--- config.mk ---
export PLATFORM = sky130hd
export DESIGN_NAME = img_ram_stream_ctrl_flat
export DESIGN_NICKNAME = d
export VERILOG_FILES = /design/src/rtl/img_ram_stream_ctrl_pkg.sv /design/src/rtl/img_ram_stream_ctrl_if.sv /design/src/rtl/img_ram_stream_ctrl_skid.sv /design/src/rtl/img_ram_stream_ctrl.sv /design/src/flat_wrapper.sv
export SDC_FILE = /design/constraint.sdc
export NUM_CORES = 1
export LEC_CHECK = 0
export CAP_MARGIN = 20
export CORE_ASPECT_RATIO = 0.6
export CORE_MARGIN = 5
export CORE_UTILIZATION = 40
export CTS_CLUSTER_DIAMETER = 100
export DETAILED_ROUTE_END_ITERATION = 10
export HOLD_SLACK_MARGIN = 0.1
export PLACE_DENSITY = 0.6
export RECOVER_POWER = 100
export SLEW_MARGIN = 20
export SYNTH_ARGS = -nofsm -noshare
export SYNTH_HDL_FRONTEND = slang
export SYNTH_SLANG_ARGS = --single-unit
export TNS_END_PERCENT = 10
--- constraint.sdc ---
create_clock -name clk -period 5.2 [get_ports clk]
set_input_delay 1.56 -clock clk [delete_from_list [all_inputs] [get_ports clk]]
set_output_delay 1.56 -clock clk [all_outputs]
set_load 0.02 [all_outputs]
--- src/rtl/img_ram_stream_ctrl_pkg.sv ---
// Shared constants and types for the image-RAM pixel streamer.
package img_pkg;

  localparam int IMG_ADDR_W = 12;
  localparam int IMG_DATA_W = 8;
  localparam int IMG_DIM_W  = 8;

  typedef enum logic [1:0] {
    S_IDLE  = 2'd0,
    S_RUN   = 2'd1,
    S_DRAIN = 2'd2,
    S_DONE  = 2'd3
  } state_t;

  // One stream beat: pixel plus its frame/line markers.
  typedef struct packed {
    logic                  eof;
    logic                  eol;
    logic                  sof;
    logic [IMG_DATA_W-1:0] data;
  } pix_beat_t;

  localparam int IMG_BEAT_W = $bits(pix_beat_t);

endpackage

--- src/rtl/img_ram_stream_ctrl_if.sv ---
// RAM read port plus pixel stream, bundled for the streamer.
interface img_ram_stream_ctrl_if #(
  parameter int ADDR_W = 12,
  parameter int DATA_W = 8
);
  logic              mem_rd_en;
  logic [ADDR_W-1:0] mem_addr;
  logic [DATA_W-1:0] mem_rd_data;
  logic              pix_valid;
  logic              pix_ready;
  logic [DATA_W-1:0] pix_data;
  logic              pix_sof;
  logic              pix_eol;
  logic              pix_eof;

  // streamer side
  modport master (
    output mem_rd_en, mem_addr,
    input  mem_rd_data,
    output pix_valid, pix_data, pix_sof, pix_eol, pix_eof,
    input  pix_ready
  );

  // RAM + downstream side
  modport slave (
    input  mem_rd_en, mem_addr,
    output mem_rd_data,
    input  pix_valid, pix_data, pix_sof, pix_eol, pix_eof,
    output pix_ready
  );
endinterface

--- src/rtl/img_ram_stream_ctrl_skid.sv ---
// 2-entry first-word-fall-through FIFO of pixel beats. When empty, an
// incoming beat is visible on dout in the same cycle it is pushed, which
// hides the RAM latency; if it is not popped it is stored and held.
module pix_skid_fifo #(
  parameter int W = 11
) (
  input  logic         clk,
  input  logic         rst_n,
  input  logic         push,
  input  logic [W-1:0] din,
  input  logic         pop,
  output logic [W-1:0] dout,
  output logic         valid,
  output logic [1:0]   cnt
);
  logic [W-1:0] mem [2];
  logic         wr_ptr, rd_ptr;
  logic         wr, rd;

  assign valid = (cnt != 2'd0) || push;
  assign dout  = (cnt != 2'd0) ? mem[rd_ptr] : din;
  // a beat bypassed and consumed in the same cycle never lands in storage
  assign wr    = push && !(pop && (cnt == 2'd0));
  assign rd    = pop && (cnt != 2'd0);

  // storage, pointers and occupancy
  always_ff @(posedge clk or negedge rst_n) begin
    if (!rst_n) begin
      for (int i = 0; i < 2; i++) mem[i] <= '0;
      wr_ptr <= 1'b0;
      rd_ptr <= 1'b0;
      cnt    <= 2'd0;
    end else begin
      if (wr) begin
        mem[wr_ptr] <= din;
        wr_ptr      <= ~wr_ptr;
      end
      if (rd) rd_ptr <= ~rd_ptr;
      cnt <= cnt + {1'b0, wr} - {1'b0, rd};
    end
  end
endmodule

--- src/rtl/img_ram_stream_ctrl.sv ---
// Raster-order image RAM reader producing a valid/ready pixel stream with
// sof/eol/eof markers. Reads are credit-limited so that reads in flight
// plus buffered beats never exceed the 2-entry skid FIFO.
module img_ram_stream_ctrl
  import img_pkg::*;
#(
  parameter int ADDR_W = IMG_ADDR_W,
  parameter int DATA_W = IMG_DATA_W,
  parameter int DIM_W  = IMG_DIM_W
) (
  input  logic                 clk,
  input  logic                 rst_n,
  input  logic                 start,
  input  logic [ADDR_W-1:0]    base_addr,
  input  logic [DIM_W-1:0]     img_w,
  input  logic [DIM_W-1:0]     img_h,
  output logic                 busy,
  output logic                 done,
  img_ram_stream_ctrl_if.master bus
);
  localparam int BEAT_W = DATA_W + 3;

  state_t            state;
  logic [ADDR_W-1:0] addr_q;
  logic [DIM_W-1:0]  w_q, h_q, x_q, y_q;
  logic              rd_vld;      // a read issued last cycle returns now
  logic [2:0]        tag_q;       // {eof,eol,sof} of the returning read
  logic              rd_en;
  logic              t_sof, t_eol, t_eof;
  logic [1:0]        fifo_cnt;
  logic              head_vld, pop;
  logic [BEAT_W-1:0] push_beat, head_beat;

  // markers of the pixel being requested this cycle
  assign t_sof = (x_q == '0) && (y_q == '0);
  assign t_eol = (x_q == w_q - DIM_W'(1));
  assign t_eof = t_eol && (y_q == h_q - DIM_W'(1));

  // credit: outstanding read + stored beats must leave room for one more
  assign rd_en = (state == S_RUN) && (({1'b0, rd_vld} + fifo_cnt) < 2'd2);

  // control FSM, frame capture and raster counters
  always_ff @(posedge clk or negedge rst_n) begin
    if (!rst_n) begin
      state  <= S_IDLE;
      busy   <= 1'b0;
      done   <= 1'b0;
      addr_q <= '0;
      w_q    <= '0;
      h_q    <= '0;
      x_q    <= '0;
      y_q    <= '0;
    end else begin
      done <= 1'b0;
      case (state)
        S_IDLE: begin
          if (start) begin
            addr_q <= base_addr;
            w_q    <= img_w;
            h_q    <= img_h;
            x_q    <= '0;
            y_q    <= '0;
            busy   <= 1'b1;
            if ((img_w == '0) || (img_h == '0)) begin
              state <= S_DONE;
              done  <= 1'b1;
            end else begin
              state <= S_RUN;
            end
          end
        end
        S_RUN: begin
          if (rd_en) begin
            // raster order is contiguous, so the running offset is +1
            addr_q <= addr_q + ADDR_W'(1);
            if (t_eol) begin
              x_q <= '0;
              y_q <= y_q + DIM_W'(1);
            end else begin
              x_q <= x_q + DIM_W'(1);
            end
            if (t_eof) state <= S_DRAIN;
          end
        end
        S_DRAIN: begin
          if (pop && head_beat[BEAT_W-1]) begin
            state <= S_DONE;
            done  <= 1'b1;
          end
        end
        S_DONE: begin
          state <= S_IDLE;
          busy  <= 1'b0;
        end
        default: state <= S_IDLE;
      endcase
    end
  end

  // pipe the issue-time markers alongside the RAM latency
  always_ff @(posedge clk or negedge rst_n) begin
    if (!rst_n) begin
      rd_vld <= 1'b0;
      tag_q  <= '0;
    end else begin
      rd_vld <= rd_en;
      if (rd_en) tag_q <= {t_eof, t_eol, t_sof};
    end
  end

  assign push_beat = {tag_q, bus.mem_rd_data};
  assign pop       = head_vld && bus.pix_ready;

  pix_skid_fifo #(.W(BEAT_W)) u_skid (
    .clk   (clk),
    .rst_n (rst_n),
    .push  (rd_vld),
    .din   (push_beat),
    .pop   (pop),
    .dout  (head_beat),
    .valid (head_vld),
    .cnt   (fifo_cnt)
  );

  assign bus.mem_rd_en = rd_en;
  assign bus.mem_addr  = rd_en ? addr_q : '0;
  assign bus.pix_valid = head_vld;
  assign {bus.pix_eof, bus.pix_eol, bus.pix_sof, bus.pix_data} =
    head_vld ? head_beat : '0;

endmodule

--- src/flat_wrapper.sv ---
// flat-port wrapper written by rule: the top's interface ports become plain ports
module img_ram_stream_ctrl_flat import img_pkg::*;
#(
  parameter int ADDR_W = IMG_ADDR_W,
  parameter int DATA_W = IMG_DATA_W,
  parameter int DIM_W  = IMG_DIM_W
)
  (clk, rst_n, start, base_addr, img_w, img_h, busy, done, bus_mem_rd_en, bus_mem_addr, bus_mem_rd_data, bus_pix_valid, bus_pix_data, bus_pix_sof, bus_pix_eol, bus_pix_eof, bus_pix_ready);
  img_ram_stream_ctrl_if #(.ADDR_W(ADDR_W), .DATA_W(DATA_W)) bus_i ();
  input  logic clk;
  input  logic rst_n;
  input  logic start;
  input  logic [ADDR_W-1:0] base_addr;
  input  logic [DIM_W-1:0] img_w;
  input  logic [DIM_W-1:0] img_h;
  output logic busy;
  output logic done;
  output wire logic [$bits(bus_i.mem_rd_en)-1:0] bus_mem_rd_en;
  output wire logic [$bits(bus_i.mem_addr)-1:0] bus_mem_addr;
  input wire logic [$bits(bus_i.mem_rd_data)-1:0] bus_mem_rd_data;
  output wire logic [$bits(bus_i.pix_valid)-1:0] bus_pix_valid;
  output wire logic [$bits(bus_i.pix_data)-1:0] bus_pix_data;
  output wire logic [$bits(bus_i.pix_sof)-1:0] bus_pix_sof;
  output wire logic [$bits(bus_i.pix_eol)-1:0] bus_pix_eol;
  output wire logic [$bits(bus_i.pix_eof)-1:0] bus_pix_eof;
  input wire logic [$bits(bus_i.pix_ready)-1:0] bus_pix_ready;
  assign bus_mem_rd_en = bus_i.mem_rd_en;
  assign bus_mem_addr = bus_i.mem_addr;
  assign bus_i.mem_rd_data = bus_mem_rd_data;
  assign bus_pix_valid = bus_i.pix_valid;
  assign bus_pix_data = bus_i.pix_data;
  assign bus_pix_sof = bus_i.pix_sof;
  assign bus_pix_eol = bus_i.pix_eol;
  assign bus_pix_eof = bus_i.pix_eof;
  assign bus_i.pix_ready = bus_pix_ready;
  img_ram_stream_ctrl #(.ADDR_W(ADDR_W), .DATA_W(DATA_W), .DIM_W(DIM_W)) u_core (.clk(clk), .rst_n(rst_n), .start(start), .base_addr(base_addr), .img_w(img_w), .img_h(img_h), .busy(busy), .done(done), .bus(bus_i));
endmodule
==> key figures, run 1 <==
Drt
  – Vias after detailed routing: 3633
  – Final routed wirelength across all metal layers: 11000 µm
  – DR vias/cell: 5.50
  – Post-detailed-route DRC marker count: 0
  – Number of violations reported at the end of detailed-routing iteration 0: 221
  – Detailed-route wire length per cell: 16.6 µm
  – Iteration count of the initial detailed-routing pass: 4
  – Antenna violation net count after detailed routing: 0

Timing
  – Final total negative setup slack: 0 ns
  – Maximum operating frequency: 221 MHz
  – Final critical path time including I/O delays and setup: 4.52 ns
  – Slew HR: -31.0%
  – Final setup violating endpoints: 0
  – Clk_skew: 0.00446 ns
  – Fraction of the cycle the final worst path needs: 87.0%
  – Worst setup margin: 0.678 ns
  – Hold violation count in the final report: 0
  – Transition time at the pin with the least slew margin: 1.97 ns
  – Fin. max-slew vios: 94
  – Setup repair after global routing missed its margin: false

GRT
  – Antenna violations before repair: 0
  – Global routing usage summed across all routing layers: 16.7%
  – Total congestion overflow after global routing: 0
  – Wire length of the first global-routing pass: 18400 µm
  – Vias in the first global route: 3504
  – Largest net degree at the start of global routing: 79

Final layout
  – Fraction of final layout cells with drive strength greater than 1: 13.9%
  – Nets@finish: 565
  – Number of diodes: 0
  – Final non-filler cell area: 5550 µm²
  – Total of fill cells in the finished design: 1033
  – Synth-to-layout area growth: 22.6%
  – Flip-flop and latch area: 1950 µm²
  – Area occupied by multi-input gates: 2370 µm²
  – Final cell utilization of the core: 49.6%

Pwr
  – PD cells: 584 nW/µm²
  – Largest voltage drop on the vdd net: 0.221 mV
  – Total leakage power: 2.35 nW

Clock network
  – CTS root buffer: clkbuf_16
  – Worst-path clk slew: 0.06 ns
  – Latest clock arrival within the worst-skew pair: 0.33 ns
  – Bufs on Longest Clock Path: 2
  – Hold buffer count at CTS: 0
  – Post-cts resize count: 0
  – TritonCTS buffer count: 9
  – Buffers inserted during post-CTS setup optimization: 0
  – Maximum level of the CTS H-tree: 3
  – Clock tree from TritonCTS: done
  – Clock sinks: 78

Setup path
  – WP data required: 3.64 ns
  – Arrival time reported for the critical path endpoint: 2.96 ns
  – CP Capture Type: output port
  – Largest driver fanout on the critical path: 3
  – WS Path Type: in -> out
  – Startpoint types: primary input

Synth
  – Combinational family with the most area after synthesis: simple AND/OR/NAND/NOR gates
  – Net Count, Synth: 504
  – Most area-consuming cells after synthesis: dfrtp_1, mux2_2, xnor2_1
  – Synthesized-area fraction occupied by ao, oa, aoi and oai cells: 11.8%
  – XOR/XNOR share of the synthesized area: 5.42%
  – Share of synthesized area occupied by flip-flops and latches: 43.1%
  – Area share of the largest cell type after synthesis: 43.1%
  – Synth Area in Simple Gates: 19.2%
  – Async S/R FF share, synth: 100%
  – Post-synth EDFFs: 0
  – Yosys cell types: 65
  – Top FF cell, synth: dfrtp_1
  – Synthesized netlist cell count: 451
  – Cell Area, Synth: 4530 µm²
  – Share of synthesized cell area in full adder, half adder and majority cells: 3.59%
  – Register bit count reported by yosys: 78
  – Cell type with the largest total area after synthesis: dfrtp_1
  – Mux contribution to synthesized area: 12.6%
  – Mean cell area of the mapped netlist: 10.0 µm²
  – Warnings, synthesis: 0

Die
  – Number of placement rows: 30
  – Die height: 92.4 µm
  – Horizontal die dimension: 147 µm
  – Area enclosed by the die boundary: 13600 µm²
  – Placeable core area: 11200 µm²
  – I/O Pins: 67
  – Initial standard-cell utilization of the core: 40.5%

Placement
  – Final RePlAce weighted congestion: 0.814
  – Number of input and output port buffers inserted: 66
  – Detailed placement HPWL: 7910 µm
  – Total placed instance area: 5260 µm²
  – Post-placement worst setup slack: 0.740 ns

Flow run
  – Max Cap Viol: 2

Hold path
  – Worst min path class: reg -> reg

Outcome
  – Run status: finished, violations left
  – Failing checks: capacitance limit, slew limit
[report_power, final]
part	switching [mW]	total, mW	internal (mW)
clock network	0.236	0.632	0.395
logic	0.809	1.50	0.694
registers	0.268	1.11	0.839
[path summary, 6_finish.rpt]
path,from,endpoint,slack (ns),depth (start not counted)
worst max-delay path,bus_mem_rd_data[1],bus_pix_data[1],0.68,4
worst min-delay path,u_core.u_skid.wr_ptr,u_core.u_skid.wr_ptr,0.49,1
worst max register to register,u_core.rd_vld,u_core.y_q[2],1.26,7
worst min register to register,u_core.u_skid.wr_ptr,u_core.u_skid.wr_ptr,0.49,1
max in group asynchronous,rst_n,u_core.y_q[7],2.26,1
min in group asynchronous,rst_n,u_core.addr_q[5],1.76,1
[cell usage after synthesis, types with 3 or more instances]
cell type  count
o21ai_0       29
nand2_1       27
and2_1        13
clkbuf_1       8
a211o_1        3
and3_1         3
xor2_1         8
o31ai_1        6
o22ai_1        4
nand4_1        8
nor3_1        10
nand2b_1       3
a21oi_1       14
nor4_1         7
nor2_1        32
nand3_1       27
buf_1          3
ha_1          13
inv_1         20
mux2i_1       14
xnor2_1       20
or4_1          7
nor4b_1        3
mux2_2        38
dfrtp_1       78
nand3b_1       3
clkbuf_8       4
[worst max-delay path, stage by stage]
cell and delay (ns):
clkdlybuf4s50_1 0.51, nand3_1 0.08, o21ai_0 0.11, dlygate4sd3_1 0.70
[layer usage]
| metal | vias up | global-route usage (%) | part of all wire (%) |
|---|---|---|---|
| met1 | 1787 | 25.8 | 54 |
| met5 | - | 0 | 0 |
| met3 | 9 | 4.06 | 4.9 |
| met2 | 86 | 23.6 | 40 |
| li1 | 1751 | - | - |
| met4 | 0 | 3.33 | 0.82 |
[placed cells by master, fill, tap and decap left out, drive strengths merged, types with 3 or more instances in the layout]
cell,count
xnor2,20
dlygate4sd3,27
nor3,10
ha,13
clkinv,3
xor2,8
nand2b,3
nor4b,3
a211o,3
o22ai,4
nor4,7
nand3b,3
dfrtp,78
and3,3
or4,9
nand3,27
a21oi,14
o31ai,6
mux2i,14
o21ai,29
nand2,28
nand4,8
mux2,38
clkdlybuf4s50,38
clkbuf,14
inv,20
and2,14
nor2,34
[registers in the layout, summed over array words and instances (netlist names), 3 cells and up]
name / flops
u_core.u_skid.mem: 22
u_core.h_q: 8
u_core.tag_q: 3
u_core.y_q: 8
u_core.addr_q: 12
u_core.x_q: 8
u_core.w_q: 8
[kinds of logic after synthesis]
logic type | count (synthesis)
and+or+nand+nor | 162
AOI/OAI and AO/OA | 80
DFF | 78
muxes | 52
buffers and inverters | 38
xor gates and xnor gates | 28
adders and majority gates | 13
[through the flow]
| stage | hold slack [ns] | power (mW) | instances |
|---|---|---|---|
| finish | 0.492 | 3.24 | 661 |
| global route | 0.515 | 3.49 | 661 |
| CTS | 0.501 | 3.31 | 661 |
| detailed placement | 0.489 | 2.67 | 645 |
| global placement | 0.483 | 2.63 | 645 |
| floorplan | 0.468 | 2.16 | 451 |
[area by class of cell]
type                       count  area share, %
clock buffer                  12           4.62
clock inverter                 4          0.812
inverter                      20           1.35
multi-input combinational    335           42.7
sequential                    78           35.2
tap                          144           3.25
timing repair buffer          68           12.0
Power figures use the tool's default switching activity.
==> run 2: changes to the inputs <==
--- a/config.mk
+++ b/config.mk
@@ -17,5 +17,6 @@
 export SLEW_MARGIN = 20
 export SYNTH_ARGS = -nofsm -noshare
 export SYNTH_HDL_FRONTEND = slang
+export SYNTH_HIERARCHICAL = 1
 export SYNTH_SLANG_ARGS = --single-unit
 export TNS_END_PERCENT = 10
==> run 2 against run 1 <==
  * The run still ends with capacitance limit, slew limit left
  * Worst hold slack gained 0.012 ns
  * Synthesized cell count grew 6.4%
  * Setup slack lost 0.075 ns
  * Critical path depth grew 1
  * Area after synthesis grew 4.4%
  * Final cell count grew 5.6%
  * Global-route usage shrank 0.12 points
  * Total power grew 6.3%
  * Critical endpoint is now bus_pix_data[5]
  * Largest power group unchanged
==> key figures, run 2 <==
Pwr
  – Largest voltage drop on the vdd net: 0.220 mV (-0.36%)
  – Total leakage power: 2.48 nW (+5.2%)
  – PD cells: 609 nW/µm² (+4.2%)

Drt
  – Iteration count of the initial detailed-routing pass: 6 (+2)
  – Vias after detailed routing: 3633 (unchanged)
  – Antenna violation net count after detailed routing: 0 (unchanged)
  – Post-detailed-route DRC marker count: 0 (unchanged)
  – Final routed wirelength across all metal layers: 11000 µm (+0.28%)
  – Detailed-route wire length per cell: 15.7 µm (-5.0%)
  – Number of violations reported at the end of detailed-routing iteration 0: 129 (-42%)
  – Routed met3 length: 589 µm (+9.9%)
  – Met1 wire length: 5850 µm (-0.78%)
  – Highest routed layer: met4
  – DR vias/cell: 5.20 (-5.3%)
  – Detailed-routed wire length on met2: 4460 µm (+0.56%)

Outcome
  – Failing checks: capacitance limit, slew limit
  – Run status: finished, violations left

Clock network
  – Worst-path clk slew: 0.06 ns (about the same)
  – Hold buffer count at CTS: 0 (unchanged)
  – Clock tree from TritonCTS: done
  – Post-cts resize count: 0 (unchanged)
  – CTS root buffer: clkbuf_16
  – TritonCTS buffer count: 9 (unchanged)
  – Maximum level of the CTS H-tree: 3 (unchanged)
  – Buffers inserted during post-CTS setup optimization: 0 (unchanged)
  – Bufs on Longest Clock Path: 2 (unchanged)
  – Latest clock arrival within the worst-skew pair: 0.34 ns (about the same)
  – Clock sinks: 78 (unchanged)

Placement
  – Post-placement worst setup slack: 0.665 ns (-0.0750 ns)
  – Number of input and output port buffers inserted: 66 (unchanged)
  – Detailed placement HPWL: 7930 µm (+0.31%)
  – Final RePlAce weighted congestion: 0.812 (-0.26%)
  – Placed Cells: 682 (+5.7%)

Setup path
  – Arrival time reported for the critical path endpoint: 3.04 ns (+0.08 ns)
  – Startpoint types: primary input
  – Largest driver fanout on the critical path: 3 (unchanged)
  – WS Path Type: in -> out
  – CP Capture Type: output port
  – WP data required: 3.64 ns (about the same)
  – End of the worst register-to-register path: u_core/y_q[3]
  – FF-to-FF Start: u_core/w_q[0]
  – Cell count of the worst reg-to-reg path: 9 (+2)
  – Reg2Reg Setup Slack: 1.53 ns (+0.27 ns)

Timing
  – Transition time at the pin with the least slew margin: 1.97 ns (+0.000989 ns)
  – Final critical path time including I/O delays and setup: 4.60 ns (+0.0750 ns)
  – Slew HR: -31.1% (-0.066 points)
  – Final total negative setup slack: 0 ns (unchanged)
  – Hold violation count in the final report: 0 (unchanged)
  – Fraction of the cycle the final worst path needs: 88.4% (+1.4 points)
  – Worst setup margin: 0.603 ns (-0.0750 ns)
  – Maximum operating frequency: 218 MHz (-1.6%)
  – Clk_skew: 0.00771 ns (+0.00326 ns)
  – Setup repair after global routing missed its margin: false
  – Minimum hold slack: 0.504 ns (+0.0117 ns)
  – Fin. max-slew vios: 91 (-3.2%)
  – Final setup violating endpoints: 0 (unchanged)

Hold path
  – Worst min path class: reg -> reg
  – Cell depth of the worst min-delay path: 1 (unchanged)
  – Origin of the worst min-delay path: u_core/u_skid/mem[17]
  – Endpoint with the worst hold slack: u_core/u_skid/mem[17]

Synth
  – Cell Area, Synth: 4720 µm² (+4.4%)
  – Share of synthesized area occupied by flip-flops and latches: 41.3% (-1.8 points)
  – Most frequent cells after synthesis: dfrtp_1, nand2_1, o21ai_0
  – Net Count, Synth: 533 (+5.8%)
  – Register bit count reported by yosys: 78 (unchanged)
  – Post-synth EDFFs: 0 (unchanged)
  – Synthesized netlist cell count: 480 (+6.4%)
  – Cell type with the largest total area after synthesis: dfrtp_1
  – Most area-consuming cells after synthesis: dfrtp_1, mux2_4, mux2_2
  – Async S/R FF share, synth: 100% (unchanged)
  – Area share of the largest cell type after synthesis: 41.3% (-1.8 points)
  – Most frequently used cell type in the post-synthesis netlist: dfrtp_1
  – Yosys cell types: 54 (-17%)
  – Mean cell area of the mapped netlist: 9.84 µm² (-1.9%)
  – Top FF cell, synth: dfrtp_1
  – Warnings, synthesis: 6 (+6)

Die
  – Number of placement rows: 30 (unchanged)
  – Area enclosed by the die boundary: 14200 µm² (+4.0%)
  – Initial standard-cell utilization of the core: 41.4% (+0.94 points)
  – Die height: 94.2 µm (+1.9%)
  – Placeable core area: 11400 µm² (+2.0%)
  – Horizontal die dimension: 150 µm (+2.0%)
  – I/O Pins: 67 (unchanged)

GRT
  – Total congestion overflow after global routing: 0 (unchanged)
  – Antenna violations before repair: 0 (unchanged)
  – Wire length of the first global-routing pass: 18600 µm (+1.0%)
  – Global routing usage summed across all routing layers: 16.6% (-0.12 points)
  – Largest net degree at the start of global routing: 79 (unchanged)
  – Vias in the first global route: 3515 (+0.31%)

Final layout
  – Fraction of final layout cells with drive strength greater than 1: 13.0% (-0.92 points)
  – Registers with the most flip-flops: u_core/u_skid/mem: 22 flops, u_core/addr_q: 12 flops
  – Nets@finish: 586 (+3.7%)
  – Most common cell after layout, fill and taps aside: dfrtp_1
  – Largest register FFs: 22 (unchanged)
  – Most frequent cells in the layout: dfrtp_1, nand2_1, clkdlybuf4s50_1
  – Non-Filler Instances: 698 (+5.6%)
  – Synth-to-layout area growth: 19.8%
  – Largest reg by FF count: u_core/u_skid/mem
  – Number of diodes: 0 (unchanged)
  – Total of fill cells in the finished design: 1075 (+4.1%)

Flow run
  – Max Cap Viol: 2 (unchanged)
## run 2: cell types whose count changed after synthesis, sizes merged, moves of 5 or more
cell,change
nand2,+19
a21oi,+15
and3,+14
nor2,-12
nand3,-9
clkbuf,+5
or4,-5
## run 2: final cells by class
type,instances,area [µm²],area share [%]
clock inverters,5,35.0,0.619
repair buffers,69,674,11.9
well taps,160,200,3.54
flip-flops and latches,78,1950,34.5
clock buffers,11,243,4.29
inverters,21,78.8,1.39
multi-input cells,354,2480,43.8
## run 2: routing by layer
layer / up-vias / global-route usage (%)
met3: 10 / 4.48
li1: 1801 / -
met4: 0 / 4.19
met5: - / 0
met1: 1743 / 25.7
met2: 79 / 22.4
## run 2: kinds of logic after synthesis
family / after synthesis / share of synthesized area (%)
adders and majority gates: 13 / 3.44
xor gates and xnor gates: 29 / 5.38
DFF: 78 / 41.3
buffers and inverters: 48 / 4.37
and+or+nand+nor: 165 / 18.3
AOI/OAI and AO/OA: 92 / 13.0
muxes: 55 / 14.2
## run 2: power breakdown
| part | internal, mW | switching [mW] | total (mW) |
|---|---|---|---|
| logic | 0.806 | 0.910 | 1.72 |
| registers | 0.853 | 0.291 | 1.14 |
| clock network | 0.336 | 0.248 | 0.585 |
## run 2: worst max path at each step
stage,start,endpoint,slack (ns),cells past startpoint
2_1_floorplan,bus_mem_rd_data[1],bus_pix_data[1],1.76,3
3_3_place_gp,bus_mem_rd_data[0],bus_pix_data[0],0.67,5
3_5_place_dp,bus_mem_rd_data[5],bus_pix_data[5],0.66,5
4_1_cts,bus_mem_rd_data[5],bus_pix_data[5],0.66,5
5_1_grt,bus_mem_rd_data[6],bus_pix_data[6],0.52,5
6_report,bus_mem_rd_data[5],bus_pix_data[5],0.60,5
## run 2: worst max-delay path, cell delays in order
cell and delay [ns]:
clkdlybuf4s50_1 0.50, nand2_1 0.06, o21ai_0 0.09, and2_1 0.15, dlygate4sd3_1 0.67
## run 2: stage by stage
stage | util [%] | power (mW) | instance area (µm²)
2_1_floorplan | - | 2.42 | 4720
3_3_place_gp | 48.0 | 2.94 | 5480
3_5_place_dp | 48.0 | 3.00 | 5480
4_1_cts | 50.5 | 3.61 | 5760
5_1_grt | 49.6 | 3.75 | 5660
6_report | 49.6 | 3.44 | 5660
==> run 3: changes to the inputs <==
--- a/config.mk
+++ b/config.mk
@@ -14,7 +14,6 @@
 export HOLD_SLACK_MARGIN = 0.1
 export PLACE_DENSITY = 0.6
 export RECOVER_POWER = 100
-export SLEW_MARGIN = 20
 export SYNTH_ARGS = -nofsm -noshare
 export SYNTH_HDL_FRONTEND = slang
 export SYNTH_HIERARCHICAL = 1
==> run 3 against run 2 <==
  * Die area is the same
  * The flow still finishes with violations (capacitance limit, slew limit)
  * First-iteration DRC count grew 7.8%
  * Non-clock buffer count grew 1
  * Sequential cell count is the same
  * Clock power is essentially flat
  * Final cell count grew 0.14%
  * Core utilization is essentially flat
  * Largest power group unchanged
  * Via count grew 0.28%
  * Sequential power is essentially flat
  * Clock skew shrank 0.00063 ns
  * Clock-buffer cell count is the same
==> key figures, run 3 (synthesis gave the netlist of run 2 again) <==
Setup path
  – FF-to-FF Start: u_core/w_q[0]
  – Sum of buffers and inverters on the critical path: 2 (unchanged)
  – CP Capture Type: output port
  – Slowest-stage cell, CP: dlygate4sd3_1
  – Cell count of the worst reg-to-reg path: 9 (unchanged)
  – Startpoint types: primary input
  – Crit path capture: bus_pix_data[5]
  – Largest incremental delay on the critical path: 0.67 ns (about the same)
  – Crit path cell chain: clkdlybuf4s50_1 > nand2_1 > o21ai_0 > and2_1 > dlygate4sd3_1
  – Family with the most delay on the worst path: buffers and inverters
  – Critical Path Source: bus_mem_rd_data[5]
  – Reg2Reg Setup Slack: 1.51 ns (-0.02 ns)
  – Arrival time reported for the critical path endpoint: 3.04 ns (about the same)
  – WP data required: 3.64 ns (about the same)
  – Largest driver fanout on the critical path: 3 (unchanged)
  – End of the worst register-to-register path: u_core/y_q[3]
  – Critical path depth: 5 (unchanged)
  – WS Path Type: in -> out

Final layout
  – Most frequent cells in the layout: dfrtp_1, nand2_1, clkdlybuf4s50_1
  – Largest register FFs: 22 (unchanged)
  – Total of fill cells in the finished design: 1075 (unchanged)
  – Largest reg by FF count: u_core/u_skid/mem
  – Nets@finish: 587 (+0.17%)
  – Area occupied by multi-input gates: 2480 µm² (unchanged)
  – Final cell utilization of the core: 49.6% (about the same)
  – Fraction of final layout cells with drive strength greater than 1: 13.0% (-0.024 points)
  – Number of diodes: 0 (unchanged)
  – Synth-to-layout area growth: 19.9% (about the same)
  – Most common cell after layout, fill and taps aside: dfrtp_1
  – Registers with the most flip-flops: u_core/u_skid/mem: 22 flops, u_core/addr_q: 12 flops
  – Flip-flop and latch area: 1950 µm² (unchanged)

Die
  – Area enclosed by the die boundary: 14200 µm² (unchanged)
  – Placeable core area: 11400 µm² (unchanged)
  – Number of placement rows: 30 (unchanged)
  – Horizontal die dimension: 150 µm (unchanged)
  – Initial standard-cell utilization of the core: 41.4% (unchanged)
  – Die height: 94.2 µm (unchanged)
  – I/O Pins: 67 (unchanged)

Hold path
  – Worst min path class: reg -> reg

Clock network
  – Maximum level of the CTS H-tree: 3 (unchanged)
  – Buffers inserted during post-CTS setup optimization: 0 (unchanged)
  – Hold buffer count at CTS: 0 (unchanged)
  – Bufs on Longest Clock Path: 2 (unchanged)
  – Clock tree from TritonCTS: done
  – Latest clock arrival within the worst-skew pair: 0.34 ns (about the same)
  – Clock sinks: 78 (unchanged)
  – Post-cts resize count: 0 (unchanged)
  – Worst-path clk slew: 0.06 ns (about the same)
  – TritonCTS buffer count: 9 (unchanged)
  – CTS root buffer: clkbuf_16

Drt
  – Antenna violation net count after detailed routing: 0 (unchanged)
  – Final routed wirelength across all metal layers: 11000 µm (+0.39%)
  – Number of violations reported at the end of detailed-routing iteration 0: 139 (+7.8%)
  – Vias after detailed routing: 3643 (+0.28%)
  – Routed met3 length: 590 µm (+0.17%)
  – Post-detailed-route DRC marker count: 0 (unchanged)
  – Iteration count of the initial detailed-routing pass: 4 (-2)
  – Highest routed layer: met4
  – DR vias/cell: 5.21 (+0.13%)
  – Met1 wire length: 5910 µm (+1.1%)
  – Detailed-routed wire length on met2: 4420 µm (-0.94%)
  – Detailed-route wire length per cell: 15.8 µm (+0.25%)

Timing
  – Final total negative setup slack: 0 ns (unchanged)
  – Clk_skew: 0.00708 ns (-0.000633 ns)
  – Slew HR: -22.4% (+8.7 points)
  – Maximum operating frequency: 218 MHz (about the same)
  – Fin. max-slew vios: 47 (-48%)
  – Final critical path time including I/O delays and setup: 4.60 ns (+0.0000290 ns)
  – Final setup violating endpoints: 0 (unchanged)
  – Fraction of the cycle the final worst path needs: 88.4% (about the same)
  – Hold violation count in the final report: 0 (unchanged)
  – Transition time at the pin with the least slew margin: 1.84 ns (-0.130 ns)
  – Setup repair after global routing missed its margin: false

Outcome
  – Failing checks: capacitance limit, slew limit
  – Run status: finished, violations left

GRT
  – Wire length of the first global-routing pass: 18600 µm (unchanged)
  – Total congestion overflow after global routing: 0 (unchanged)
  – Global routing usage summed across all routing layers: 16.6% (unchanged)
  – Vias in the first global route: 3515 (unchanged)
  – Largest net degree at the start of global routing: 79 (unchanged)
  – Antenna violations before repair: 0 (unchanged)

Flow run
  – Max Cap Viol: 2 (unchanged)

Pwr
  – PD cells: 609 nW/µm² (about the same)
  – Largest voltage drop on the vdd net: 0.220 mV (-0.11%)
  – Total leakage power: 2.48 nW (about the same)

Placement
  – Detailed placement HPWL: 7930 µm (unchanged)
  – Final RePlAce weighted congestion: 0.812 (unchanged)
  – Number of input and output port buffers inserted: 66 (unchanged)
[run 3: cell types whose count changed in the layout (fill, tap and decap cells not counted), sizes merged]
cell,change
clkbuf,+1
[run 3: worst register-to-register path, delay by kind of cell, from the launching register on]
family / cells / cell delay (ns)
AND/OR/NAND/NOR: 3 / 1.34
XOR/XNOR: 1 / 0.08
adder cells (fa/ha/maj): 1 / 0.19
buffers and inverters: 1 / 0.09
AO/OA/AOI/OAI: 3 / 1.44
flip-flops: 1 / 0.44
[run 3: where the power goes]
group | internal, mW | switching, mW
clock | 0.336 | 0.249
sequential | 0.852 | 0.291
combinational | 0.807 | 0.914
[run 3: worst min-delay path by stage]
stage | to | start | depth (start not counted)
2_1_floorplan | u_core/u_skid/wr_ptr | u_core/u_skid/wr_ptr | 1
3_3_place_gp | u_core/u_skid/wr_ptr | u_core/u_skid/wr_ptr | 1
3_5_place_dp | u_core/u_skid/mem[7] | u_core/u_skid/mem[7] | 1
4_1_cts | u_core/u_skid/wr_ptr | u_core/u_skid/wr_ptr | 1
5_1_grt | u_core/u_skid/mem[2] | u_core/u_skid/mem[2] | 1
6_report | u_core/u_skid/wr_ptr | u_core/u_skid/wr_ptr | 1
[run 3: area by class of cell]
type,count,area share [%]
sequential,78,34.5
clock buffer,11,4.29
tap,160,3.54
timing repair buffer,70,12.0
clock inverter,5,0.619
multi-input combinational,354,43.7
inverter,21,1.39
[run 3: metal layers]
layer  GRT usage, %  vias up
li1               -     1804
met3           4.48       10
met5              0        -
met1           25.7     1753
met2           22.4       76
met4           4.19        0
[run 3: stage by stage]
stage	cells	setup slack, ns	area [µm²]	hold WS [ns]	power [mW]
floorplan	480	1.76	4720	0.458	2.42
global placement	682	0.671	5480	0.473	2.94
detailed placement	682	0.665	5480	0.499	3.00
CTS	698	0.664	5760	0.512	3.61
global route	699	0.521	5660	0.528	3.75
finish	699	0.603	5660	0.504	3.45
